### src/rtl/serial_op_pkg.sv
// Shared types and helpers for the serial operand engine: FSM states, command
// encodings, ALU op indices and the 2x4 grid walk.
package serial_op_pkg;

   typedef enum logic [1:0] {
      IDLE  = 2'd0,
      LOAD  = 2'd1,
      EXEC  = 2'd2,
      DRAIN = 2'd3
   } state_t;

   typedef enum logic [1:0] {
      LEFT   = 2'd0,
      STAY   = 2'd1,
      TOGGLE = 2'd2,
      RIGHT  = 2'd3
   } cmd_t;

   localparam logic [2:0] OP_AND_OR      = 3'd0;
   localparam logic [2:0] OP_XOR_ADD     = 3'd1;
   localparam logic [2:0] OP_ABSDIFF_XOR = 3'd2;
   localparam logic [2:0] OP_MIN_LOW     = 3'd3;
   localparam logic [2:0] OP_MAX_ADD     = 3'd4;
   localparam logic [2:0] OP_SAT_AND     = 3'd5;
   localparam logic [2:0] OP_AVG_OR      = 3'd6;
   localparam logic [2:0] OP_ROT_XOR     = 3'd7;

   // Bit 2 selects the row; left/right saturate at the row ends instead of wrapping.
   function automatic logic [2:0] next_op(input logic [2:0] cur, input cmd_t cmd);
      logic [2:0] nxt;
      nxt = cur;
      case (cmd)
         LEFT:    if (cur[1:0] != 2'd0) nxt = cur - 3'd1;
         TOGGLE:  nxt = cur ^ 3'b100;
         RIGHT:   if (cur[1:0] != 2'd3) nxt = cur + 3'd1;
         default: nxt = cur;
      endcase
      return nxt;
   endfunction

endpackage

### src/rtl/op_alu.sv
// Eight-way combinational ALU folding operands a/b into accumulator value c.
module op_alu
   import serial_op_pkg::*;
#(
   parameter int N = 64
) (
   input  logic [N-1:0] a,
   input  logic [N-1:0] b,
   input  logic [N-1:0] c,
   input  logic [2:0]   sel,
   output logic [N-1:0] res
);

   logic [N:0]   sum;
   logic [N-1:0] mx;
   logic [N-1:0] mn;
   logic [N-1:0] sat_sum;

   always_comb begin
      sum     = {1'b0, a} + {1'b0, b};
      mx      = (a > b) ? a : b;
      mn      = (a > b) ? b : a;
      sat_sum = sum[N] ? {N{1'b1}} : sum[N-1:0];
      res     = '0;
      case (sel)
         OP_AND_OR:      res = (a & b) | c;
         OP_XOR_ADD:     res = (a ^ b) + c;
         OP_ABSDIFF_XOR: res = (mx - mn) ^ c;
         OP_MIN_LOW:     res = {c[N-1:N/2], mn[N/2-1:0]};
         OP_MAX_ADD:     res = mx + (c << 1);
         OP_SAT_AND:     res = sat_sum & c;
         // Overflow-free floor average of a and b.
         OP_AVG_OR:      res = ((a & b) + ((a ^ b) >> 1)) | c;
         OP_ROT_XOR:     res = {a[N-2:0], a[N-1]} ^ b ^ c;
         default:        res = '0;
      endcase
   end

endmodule

### src/rtl/serial_op_engine.sv
// Chunked operand loader, command-driven ALU grid walker and chunked result
// drain. Handshakes complete on valid & ready at posedge clk; ready is gated by abort.
module serial_op_engine
   import serial_op_pkg::*;
#(
   parameter int N        = 64,
   parameter int W        = 4,
   parameter int ACC_KEEP = 0,
   parameter int STEP_W   = 8
) (
   input  logic              clk,
   input  logic              rst,
   input  logic              start,
   input  logic              abort,
   input  logic              in_valid,
   output logic              in_ready,
   input  logic [W-1:0]      a_in,
   input  logic [W-1:0]      b_in,
   input  logic              cmd_valid,
   output logic              cmd_ready,
   input  logic [1:0]        cmd_op,
   input  logic              cmd_last,
   output logic              out_valid,
   input  logic              out_ready,
   output logic [W-1:0]      out_data,
   output logic              out_last,
   output logic [2:0]        cur_op,
   output logic [STEP_W-1:0] step_count,
   output logic              busy
);

   localparam int NCH = N / W;
   localparam int CW  = (NCH > 1) ? $clog2(NCH) : 1;
   localparam logic [CW-1:0] LAST_CHUNK = CW'(NCH - 1);

   if ((N % W) != 0 || (N / W) < 2) begin : g_bad_params
      $error("serial_op_engine: N must be a multiple of W with N/W >= 2");
   end

   state_t        state;
   logic [N-1:0]  a_reg;
   logic [N-1:0]  b_reg;
   logic [N-1:0]  acc;
   logic [CW-1:0] chunk_cnt;
   logic [2:0]    nxt;
   logic [N-1:0]  alu_res;

   assign in_ready  = (state == LOAD) && !abort;
   assign cmd_ready = (state == EXEC) && !abort;
   assign busy      = (state != IDLE);
   assign out_data  = out_valid ? acc[int'(chunk_cnt)*W +: W] : '0;
   assign out_last  = out_valid && (chunk_cnt == LAST_CHUNK);
   assign nxt       = next_op(cur_op, cmd_t'(cmd_op));

   op_alu #(.N(N)) u_alu (
      .a   (a_reg),
      .b   (b_reg),
      .c   (acc),
      .sel (nxt),
      .res (alu_res)
   );

   always_ff @(posedge clk) begin
      if (rst) begin
         state      <= IDLE;
         a_reg      <= '0;
         b_reg      <= '0;
         acc        <= '0;
         chunk_cnt  <= '0;
         cur_op     <= '0;
         step_count <= '0;
         out_valid  <= 1'b0;
      end else begin
         case (state)
            IDLE: begin
               if (start) begin
                  state      <= LOAD;
                  a_reg      <= '0;
                  b_reg      <= '0;
                  chunk_cnt  <= '0;
                  cur_op     <= '0;
                  step_count <= '0;
                  if (ACC_KEEP == 0) acc <= '0;
               end
            end
            LOAD: begin
               if (abort) begin
                  state     <= IDLE;
                  chunk_cnt <= '0;
               end else if (in_valid) begin
                  a_reg[int'(chunk_cnt)*W +: W] <= a_in;
                  b_reg[int'(chunk_cnt)*W +: W] <= b_in;
                  if (chunk_cnt == LAST_CHUNK) begin
                     state     <= EXEC;
                     chunk_cnt <= '0;
                  end else begin
                     chunk_cnt <= chunk_cnt + 1'b1;
                  end
               end
            end
            EXEC: begin
               if (abort) begin
                  state <= IDLE;
               end else if (cmd_valid) begin
                  cur_op <= nxt;
                  acc    <= alu_res;
                  if (step_count != {STEP_W{1'b1}}) step_count <= step_count + 1'b1;
                  if (cmd_last) begin
                     state     <= DRAIN;
                     chunk_cnt <= '0;
                     out_valid <= 1'b1;
                  end
               end
            end
            DRAIN: begin
               if (abort) begin
                  state     <= IDLE;
                  chunk_cnt <= '0;
                  out_valid <= 1'b0;
               end else if (out_ready) begin
                  if (chunk_cnt == LAST_CHUNK) begin
                     state     <= IDLE;
                     chunk_cnt <= '0;
                     out_valid <= 1'b0;
                  end else begin
                     chunk_cnt <= chunk_cnt + 1'b1;
                  end
               end
            end
            default: state <= IDLE;
         endcase
      end
   end

endmodule

### config.mk
export PLATFORM = sky130hd
export DESIGN_NAME = serial_op_engine
export DESIGN_NICKNAME = d
export VERILOG_FILES = /design/src/rtl/serial_op_pkg.sv /design/src/rtl/op_alu.sv /design/src/rtl/serial_op_engine.sv
export SDC_FILE = /design/constraint.sdc
export NUM_CORES = 2
export LEC_CHECK = 0
export CAP_MARGIN = 20
export CORE_MARGIN = 5
export CORE_UTILIZATION = 55
export CTS_BUF_LIST = sky130_fd_sc_hd__clkbuf_8
export DETAILED_ROUTE_END_ITERATION = 6
export PLACE_DENSITY = 0.78
export SETUP_SLACK_MARGIN = 0.5
export SLEW_MARGIN = 25
export SYNTH_ARGS = -nofsm -noshare
export SYNTH_HDL_FRONTEND = slang
export SYNTH_SLANG_ARGS = --single-unit
### constraint.sdc
create_clock -name clk -period 10.7 [get_ports clk]
set_input_delay 1.605 -clock clk [delete_from_list [all_inputs] [get_ports clk]]
set_output_delay 1.605 -clock clk [all_outputs]
set_load 0.005 [all_outputs]
==> flow_summary.ini <==
[outcome]
outcome = finished, violations left
violations = design-rule violations

[detailed_routing]
remaining_drc_errors = 2
vias = 39800
wl_um = 168000
antenna_left = 0
avgViaCountPerCell = 7.32
drtIter0Drc = 6185
firstDrtPassIters = 7
wl_per_cell_um = 30.9

[finish]
multi_input_area_um2 = 27800
area_growth_pct = 5.43
seq_area_um2 = 4200
final_cells = 5431
drive_above_1_share_pct = 5.30
final_nets = 5016
num-fill-cells = 5836
stdcell_area_um2 = 35600

[critical_path]
crit_path_end_kind = flip-flop
rr_startpoint = b_reg[62]
start_kind = flip-flop
path_max_fanout = 37
crit_start = b_reg[62]
cp.arrival_ns = 10.03
cp_data_required_time_ns = 11.30
max_stage_delay_ns = 0.80
worst_path_max_delay_cell = a21oi_4
crit_type = reg2reg

[logic_synthesis]
synthFlopType = dfxtp_1
synth_simple_gate_area_share_pct = 19.9
synth.most_common_cell = nor2_1
synth-compound-area-share_pct = 34.3
ys_seq_area_share_pct = 12.5
yosys.area.top_type = dfxtp_1
synth_edf_count = 0
synth_commonest_cells = nor2_1 (517), a21oi_1 (479), nand2_1 (373)
synth.net_count = 5123
synth-seq-cells = 210
synth_xor_area_share_pct = 9.64
ys_types = 107
syn_area_per_cell_um2 = 7.15
synthMuxAreaShare_pct = 2.20
synthAdderAreaFrac_pct = 15.9
synth_area_leaders = dfxtp_1 (12%), ha_1 (12%), a21oi_1 (7.1%)
synthArstFlopShare_pct = 0
synth.top_cell.area_share_pct = 12.5
syn_area_um2 = 33800
synth_top_family_by_area = compound AO/OA/AOI/OAI gates
syn_inst = 4718
ys_warn_count = 0

[place]
dp_slack_ns = 1.66
dp.cells = 5345
place_area_um2 = 34600
gp_congestion = 1.13
port_buffers = 37
dpl.hpwl_um = 125000

[timing]
fin_ws_ns = 1.27
period_share_pct = 88.1
period_minus_slack_ns = 9.43
timing.fmax_mhz = 106
maxSlewHeadroom_pct = 16.6
drv_slew = 0
tightest_slew_ns = 1.24
final_hold_viol_count = 0
setup-violations-final = 0
rsz0062_at_grt = false
fin_tns_setup_ns = 0
skew_ns = 0.0730

[die]
core_um2 = 60600
dieArea_um2 = 66400
die_h_um = 258
die_width_um = 258
rows = 90
num_io_pins = 38
initial_core_util_pct = 55.7

[global_route]
grt_pass1_wl_um = 240000
antenna_found_initial = 10
grt_pass1_vias = 36300
grt_max_degree = 82
overflow = 0
grtUsageTotal_pct = 47.6

[clocking]
clkSinkCount = 210
cts_hold_buffers = 0
clock_latency_ns = 0.72
cts_buffers = 46
htreeDepth = 2
ctsResizeCount = 0
post_cts_buffers = 0
cts_root_buf = clkbuf_8
cts_tree = done
clockBufferDepth = 3
clk_pin_slew_worst_paths_ns = 0.06

[run]
cap_viol_max_count = 0

[min_path]
hold_start = step_count[1]
min_path_type = reg2reg

[power]
powerDensity_nw_per_um2 = 79.4
irDropWorstVdd_mv = 0.115
p_leak_nw = 15.7
cells by family (layout without fill, tap and decap cells):
group,Yosys count,after routing
muxes,49,49
xor gates and xnor gates,370,370
adders and majority gates,389,389
other,0,7
AOI/OAI and AO/OA,1776,1776
and+or+nand+nor,1439,1439
DFF,210,210
buffers and inverters,485,409
path summary, 6_finish.rpt:
kind         cells after the start  slack (ns)       endpoint
max                             28        1.27        acc[62]
min                              2        0.52  step_count[1]
max reg2reg                     28        1.27        acc[62]
min reg2reg                      2        0.52  step_count[1]
power by group:
| part | internal (mW) | total, mW | leakage, nW | switching, mW |
|---|---|---|---|---|
| sequential | 0.788 | 0.806 | 1.69 | 0.0186 |
| combinational | 0.290 | 1.04 | 13.5 | 0.754 |
| clock | 0.502 | 0.977 | 0.518 | 0.474 |
per-stage QoR:
stage               power (mW)  hold WS (ns)  utilization, %
floorplan                 1.46         0.486               -
global placement          1.79         0.492            57.2
detailed placement        1.80         0.500            57.2
CTS                       2.75         0.510            58.7
global route              2.88         0.548            58.7
finish                    2.83         0.517            58.7
layout by cell type, fill, tap and decap left out, types with 51 or more instances in the layout:
cell,count
inv_1,228
clkbuf_8,57
ha_1,321
o21ai_0,366
nor2_1,509
a31oi_1,76
a22oi_1,133
o211ai_1,56
xnor2_1,260
buf_4,63
dfxtp_1,210
nor3_1,106
o21bai_1,54
a21oi_1,478
fa_1,66
o31ai_1,51
nand2_1,369
nand3_1,94
a21o_1,145
xor2_1,107
nand2b_1,59
critical path, delay by kind of cell (launching register included):
kind / cells / cell delay (ns)
xor+xnor: 1 / 0.14
simple gates: 7 / 1.84
flops: 1 / 0.46
compound gates: 17 / 5.77
buf+inv: 1 / 0.11
fa+ha+maj: 2 / 0.95
layer usage:
| layer | vias up | share of wire (%) | GRT usage (%) |
|---|---|---|---|
| met5 | - | 0.030 | 0 |
| met4 | 8 | 9.3 | 33.4 |
| met3 | 905 | 15 | 15.1 |
| met2 | 3165 | 39 | 68.1 |
| met1 | 18600 | 37 | 60.5 |
| li1 | 17100 | - | - |
layout make-up:
cell class,count,share of cell area [%]
antenna,7,0.0492
clock buffer,57,2.20
clock inverter,22,0.373
inverter,229,2.42
multi-input combinational,4023,78.1
sequential,210,11.8
tap,782,2.75
timing repair buffer,101,2.32
No activity file was read; power rests on OpenSTA's default activity.
